**config.mk**
```make
export PLATFORM = sky130hd
export DESIGN_NAME = toggle_port_responder
export DESIGN_NICKNAME = d
export VERILOG_FILES = /design/src/rtl/toggle_port_responder_pkg.sv /design/src/rtl/toggle_port_responder.sv
export SDC_FILE = /design/constraint.sdc
export NUM_CORES = 1
export LEC_CHECK = 0
export ABC_AREA = 1
export CAP_MARGIN = 20
export CELL_PAD_IN_SITES_DETAIL_PLACEMENT = 2
export CELL_PAD_IN_SITES_GLOBAL_PLACEMENT = 2
export CORE_MARGIN = 4
export CORE_UTILIZATION = 23
export DETAILED_ROUTE_END_ITERATION = 10
export GPL_TIMING_DRIVEN = 0
export PLACE_DENSITY_LB_ADDON = 0.25
export SYNTH_ARGS = -nofsm -noshare
export SYNTH_HDL_FRONTEND = slang
export SYNTH_SLANG_ARGS = --single-unit
export TNS_END_PERCENT = 5
```
**constraint.sdc**
```tcl
create_clock -name clk_sys -period 1.7 [get_ports clk_sys]
set_input_delay 0.425 -clock clk_sys [delete_from_list [all_inputs] [get_ports clk_sys]]
set_output_delay 0.425 -clock clk_sys [all_outputs]
set_load 0.02 [all_outputs]
```
**src/rtl/toggle_port_responder_pkg.sv**
```systemverilog
// Shared types and constants for the toggle-handshake memory port responder.
package toggle_port_responder_pkg;

  typedef logic [1:0] state_t;

  localparam state_t ST_IDLE   = 2'd0;
  localparam state_t ST_CMD    = 2'd1;
  localparam state_t ST_RDWAIT = 2'd2;
  localparam state_t ST_DONE   = 2'd3;

  // Read-timeout fill value, sliced to the data width by the user.
  localparam logic [255:0] FILL_ONES = '1;

endpackage

```
**src/rtl/toggle_port_responder.sv**
```systemverilog
// Responder side of a req/ack toggle memory port: one single-beat access per
// request on a valid/ready back-end, read data returned before ack toggles.
//
// state  | meaning
// IDLE   | waiting for port_req != port_ack, latches the request
// CMD    | presenting the latched command until mem_ready
// RDWAIT | waiting for mem_rvalid or the timeout
// DONE   | toggling port_ack
module toggle_port_responder
  import toggle_port_responder_pkg::*;
#(
  parameter int AW      = 23,
  parameter int DW      = 16,
  parameter int TIMEOUT = 1023
) (
  input  logic            clk_sys,
  input  logic            reset,
  input  logic            port_req,
  output logic            port_ack,
  input  logic [AW-1:0]   port_a,
  input  logic [DW/8-1:0] port_ds,
  input  logic            port_we,
  input  logic [DW-1:0]   port_d,
  output logic [DW-1:0]   port_q,
  output logic            mem_valid,
  input  logic            mem_ready,
  output logic            mem_we,
  output logic [AW-1:0]   mem_addr,
  output logic [DW/8-1:0] mem_be,
  output logic [DW-1:0]   mem_wdata,
  input  logic            mem_rvalid,
  input  logic [DW-1:0]   mem_rdata,
  output logic            busy,
  output logic            err
);

  localparam int CW = $clog2(TIMEOUT + 1);
  localparam logic [CW-1:0] TIMEOUT_CNT = CW'(TIMEOUT);

  state_t        state;
  logic [CW-1:0] cnt;

  assign mem_valid = (state == ST_CMD);
  assign busy      = (state != ST_IDLE);

  // The mem_* command registers double as the latched copy of the request.
  always_ff @(posedge clk_sys) begin
    if (reset) begin
      state     <= ST_IDLE;
      cnt       <= '0;
      port_ack  <= 1'b0;
      port_q    <= '0;
      mem_we    <= 1'b0;
      mem_addr  <= '0;
      mem_be    <= '0;
      mem_wdata <= '0;
      err       <= 1'b0;
    end else begin
      err <= 1'b0;
      case (state)
        ST_IDLE: begin
          if (port_req != port_ack) begin
            mem_we    <= port_we;
            mem_addr  <= port_a;
            mem_be    <= port_ds;
            mem_wdata <= port_d;
            if (port_we && (port_ds == '0)) state <= ST_DONE;
            else                            state <= ST_CMD;
          end
        end
        ST_CMD: begin
          if (mem_ready) begin
            if (mem_we) begin
              state <= ST_DONE;
            end else begin
              state <= ST_RDWAIT;
              cnt   <= '0;
            end
          end
        end
        ST_RDWAIT: begin
          if (mem_rvalid) begin
            port_q <= mem_rdata;
            state  <= ST_DONE;
          end else if (cnt == TIMEOUT_CNT) begin
            port_q <= FILL_ONES[DW-1:0];
            err    <= 1'b1;
            state  <= ST_DONE;
          end else begin
            cnt <= cnt + 1'b1;
          end
        end
        ST_DONE: begin
          port_ack <= ~port_ack;
          state    <= ST_IDLE;
        end
        default: state <= ST_IDLE;
      endcase
    end
  end

endmodule

```
**Yosys cells after proc, flatten, opt, wreduce, memory -nomap -nowiden**

Index checks and enable logic that the tools add are counted.

- Register bits: 72
- Input port bits: 63
- Output and inout port bits: 62
- Logic and storage cells: 49

- Add/subtract/negate cells: 1
- Equality and inequality tests: 11
- Mux-type cells: 15
- Bitwise gates (word level): 2
- Reduce and logical (&&, ||, !) cells: 11

Operators with widths:

| operator | count |
|---|---|
| $mux 10 | 4 |
| $mux 16 | 2 |
| $pmux 10 s2 | 1 |
| $add 10x1->10 const B | 1 |
| $eq 10x10->1 const B | 1 |
| $mux 2 | 5 |
| $ne 2x2->1 const B | 4 |
| $pmux 2 s4 | 1 |
| $reduce_bool 2->1 | 3 |
| $reduce_and 5->1 | 1 |
| $eq 2x2->1 const B | 2 |
| $logic_not 2->1 | 2 |
| $reduce_and 2->1 | 2 |
| $ne 3x3->1 const B | 1 |
| $reduce_and 3->1 | 1 |
| $reduce_or 3->1 | 1 |
| $eq 2x1->1 const B | 1 |
| $mux 1 | 2 |
| $ne 2x1->1 const B | 1 |
| $not 1->1 | 2 |
| $logic_and 1x1->1 | 1 |
| $ne 1x1->1 | 1 |

**Longest topological paths before layout**

- Depth after elaboration: 5
- Mapped depth: 11
- Mapped depth without buffers: 10

**Worst setup path before layout**

OpenSTA, ideal clock, no wires.

- Kind: register to register
- From: register state[1]
- To: register cnt[9]
- Setup time: 113 ps
- Arrival: 1507 ps
- Data required time: 1587 ps
- Slack: 81 ps
- Stages on the path, launching flop included: 10
- Buffers on the path: 1
- Period minus slack after synthesis: 1619 ps
- Cell sequence: dfxtp_1 inv_1 ha_1 nand2_1 nand2_1 nor2_2 nand2_2 buf_6 nor2_1 nor2_1

- Cells in the longest elaborated chain, start to end: 3
- Elaborated cells between the ends (all ways): 9
- Classes of those cells: eq/ne: 6; mux: 1; reduce/logical: 2

Ends and longest elaborated chain:

| element | RTL line | source |
|---|---|---|
| start: declaration | toggle_port_responder.sv:40 | `state_t state;` |
| start signal: assignment | toggle_port_responder.sv:49 | `state <= ST_IDLE;` |
| start signal: assignment | toggle_port_responder.sv:67 | `if (port_we && (port_ds == '0)) state <= ST_DONE;` |
| start signal: assignment | toggle_port_responder.sv:68 | `else state <= ST_CMD;` |
| $eq 2x1->1 (*) | - |  |
| via mem_valid | toggle_port_responder.sv:25 | `output logic mem_valid,` |
| $ne 2x2->1 (no line) (tied with other cells) | - |  |
| $reduce_and 5->1 (no line) | - |  |
| end signal: assignment | toggle_port_responder.sv:90 | `cnt <= cnt + 1'b1;` |
| end: declaration | toggle_port_responder.sv:41 | `logic [CW-1:0] cnt;` |

The timed path passes the listed nets; every way through them passes the cells marked *.
A chain may end at the register's enable or synchronous reset.

**Worst setup path in the final report**

- From: register state[1]
- To: output port busy

- Cells in the longest elaborated chain, start to end: 1

Ends and longest elaborated chain:

| element | RTL line | source |
|---|---|---|
| $reduce_bool 2->1 | toggle_port_responder.sv:44 | `assign busy = (state != ST_IDLE);` |
| end: declaration | toggle_port_responder.sv:33 | `output logic busy,` |

No other way between the ends.

==> impl_results.md <==
* LEAKAGE at about 2.4 nW
* Slew margin rel. at 0.729
* Power Total at around 0.0071 W
* HP Start: mem_addr[14]$_SDFFE_PP0P_
* Fmax at between 600 and 700 MHz
* CTS Hold Bufs at 0
* Largest net degree at the start of global routing at 14
* Final hold vios at 0
* Syn Inst Count at 430
* H-Tree Depth at 3
* Most used cell along the critical path: inv_1
* Kind of critical path: reg2out
* Clock-pin slew on the worst setup and hold paths at 0.06 ns
* Die width at approximately 130 um
* Initial DRC Count at 75
* Util after Layout at 0.368
* Footprint of the multi-input gates at ~1200 um2
* # DRC at 0
* IO Count at 125
* FP Rows at 42
* Final Max Slew Viols at 0
* CTS root buf: clkbuf_16
* Final wirelength at approximately 11 mm
* Ratio of cells with drive above 1 in the final layout at 0.106
* Slew @ Worst Pin at between 0.4 and 0.5 ns
* Port Buffer Count at around 120
* Synth Register Bits at 72
* Crit path cell chain: inv_1 > ha_2 > inv_1 > buf_2
* Peak VDD IR at ~0.6 mV
* R2R cell count at 8
* Synthesized area per cell at 7.33 um2
* GPL Wtd Cong at between 0.7 and 0.8
* Final Setup Violations at 0
* Clock Path Buffers at 2
* Initial core utilization at 0.236
* Worst R2R Start: state[1]$_SDFFE_PP0P_
* Synth area leaders: dfxtp_1, inv_1, nand2_1
* Period utilization at 0.965
* Sequential share of the synthesized area at 0.458
* Yosys warns at 0
* Total GRT Usage at 0.144
* Setup repair after global routing missed its margin: true
* Vias in the first global route at about 3.6k
* CP max FO at 5
* Yosys cell types at 25
* Area leader, netlist: dfxtp_1
* Final Skew at approximately 0.005 ns
* Commonest non-fill, non-tap cells in the layout: inv_1, dfxtp_1, nand2_1, clkdlybuf4s50_1, dlygate4sd2_1
* FF+latch area at ~1400 um2
* Cts bufs inserted at 9
* Via-to-Cell Ratio at around 4.3
* WP data arrival at 1.21 ns
* Maxcap violations at 0
* DP HPWL at 8.45 mm
* Syn_nets at about 500
* Status: finished clean
* Initial antenna violation count at 0
* Final Hold Slack at about 0.44 ns
* RR Endpoint: cnt[9]$_SDFFE_PP0P_
* Area delta synth->final at 56.0%
* Most common cell after layout, fill and taps aside: inv_1
* Setup crit end: busy
* CTS Sinks at 72
* Pwr/cell area at about 1400 nW/um2
* Critical Path Slowest Stage Cell: dfxtp_4
* Crit path from: state[1]$_SDFFE_PP0P_
* Fillers at 1,604
* Drt pass-1 iters at 4
* R2R Setup Slk at 0.16 ns
* # diodes at 0
* Grt ovf at 0
* Worst skew pair latency at roughly 0.34 ns
* Setup crit end kind: primary output
* # nets final at 639
* Mapped cell area at around 3200 um2
* CTS tree: yes
* Die height at about 130 um
* First-pass GRT wire length at 18.2 mm
* Worst setup SP type: flop
* WL/cell at approximately 15 um
* Hold Path Class: reg2reg
* Worst EP required at between 1 and 1.5 ns
* Core footprint at roughly 13,000 um2
* Min Tclk post-route at 1.64 ns
* Vias at 3,203
* Slowest cell delay on critical path at between 0.3 and 0.4 ns
* Synth top area share at 0.458
* Die ar. at about 16,000 um2
* Final antenna-violating net count at 0
per-stage QoR:
| stage | setup slack [ns] | std cells | TNS (ns) | instance area (um2) |
|---|---|---|---|---|
| 5_1_grt | -0.0282 | 751 | -0.0302 | 4910 |
| 3_5_place_dp | -0.494 | 730 | -19.18 | 4610 |
| 6_report | 0.0603 | 751 | 0 | 4910 |
| 2_1_floorplan | 0.0806 | 430 | 0 | 3150 |
| 3_3_place_gp | -0.468 | 730 | -16.51 | 4610 |
| 4_1_cts | 0.000560 | 750 | 0 | 4870 |
power breakdown:
group	switching [W]	internal (W)	total [W]
logic	0.00170	0.00110	0.00281
clock network	0.000782	0.00118	0.00196
registers	0.000228	0.00212	0.00235
layout make-up:
class / instances / area share
clock buffer: 10 / 0.0486
sequential: 72 / 0.295
buffer: 22 / 0.0305
inverter: 106 / 0.0810
tap: 176 / 0.0448
clock inverter: 6 / 0.0132
multi-input combinational: 230 / 0.244
timing repair buffer: 129 / 0.243
worst min path at each step:
stage	end	slack, ns	cells past startpoint
after floorplan	state[1]$_SDFFE_PP0P_	0.48	2
after global placement	mem_addr[14]$_SDFFE_PP0P_	0.43	2
after detailed placement	mem_addr[14]$_SDFFE_PP0P_	0.44	2
after CTS	mem_addr[14]$_SDFFE_PP0P_	0.45	2
after global routing	mem_addr[18]$_SDFFE_PP0P_	0.47	2
final	mem_addr[14]$_SDFFE_PP0P_	0.44	2
critical path, delay by kind of cell, from the launching register on:
kind | cells | cell delay, ns
flip-flops | 1 | 0.36
buffers and inverters | 3 | 0.30
adder cells (fa/ha/maj) | 1 | 0.22
kinds of logic (layout without fill, tap and decap cells):
group / count (synthesis) / after routing / share of synthesized area
buffers and inverters: 128 / 273 / 0.170
AND/OR/NAND/NOR: 115 / 115 / 0.161
AO/OA/AOI/OAI: 108 / 108 / 0.185
flip-flops: 72 / 72 / 0.458
adder cells (fa/ha/maj): 6 / 6 / 0.0238
XOR/XNOR: 1 / 1 / 0.00278
synth_stat cells, drive strengths merged:
cell type / n
or2: 1
o21ai: 46
nor2: 28
dfxtp: 72
a21oi: 45
nand3: 13
ha: 6
buf: 13
inv: 106
nor4: 1
a211o: 1
clkbuf: 9
xnor2: 1
nor3b: 1
o211ai: 16
nand2: 66
nand4: 5
per-layer routing:
| layer | up-vias | track usage | share of wire |
|---|---|---|---|
| met3 | 17 | 0.0354 | 0.041 |
| met2 | 67 | 0.259 | 0.51 |
| met5 | - | 0 | 0 |
| met4 | 0 | 0.0657 | 0.026 |
| li1 | 1608 | - | - |
| met1 | 1511 | 0.161 | 0.42 |
repair_timing:
action,4_1_cts,5_1_grt
cloned,0,0
setup endpoints to repair,78,43
pin swaps,1,2
resized for setup,76,17
setup buffers,4,1
flip-flops by register name, indices dropped and copies added (netlist names):
register / cells
port_ack: 1
mem_we: 1
err: 1
state: 2
mem_wdata: 16
mem_addr: 23
port_q: 16
cnt: 10
mem_be: 2
Note: power is estimated with default switching activity, not from simulation.
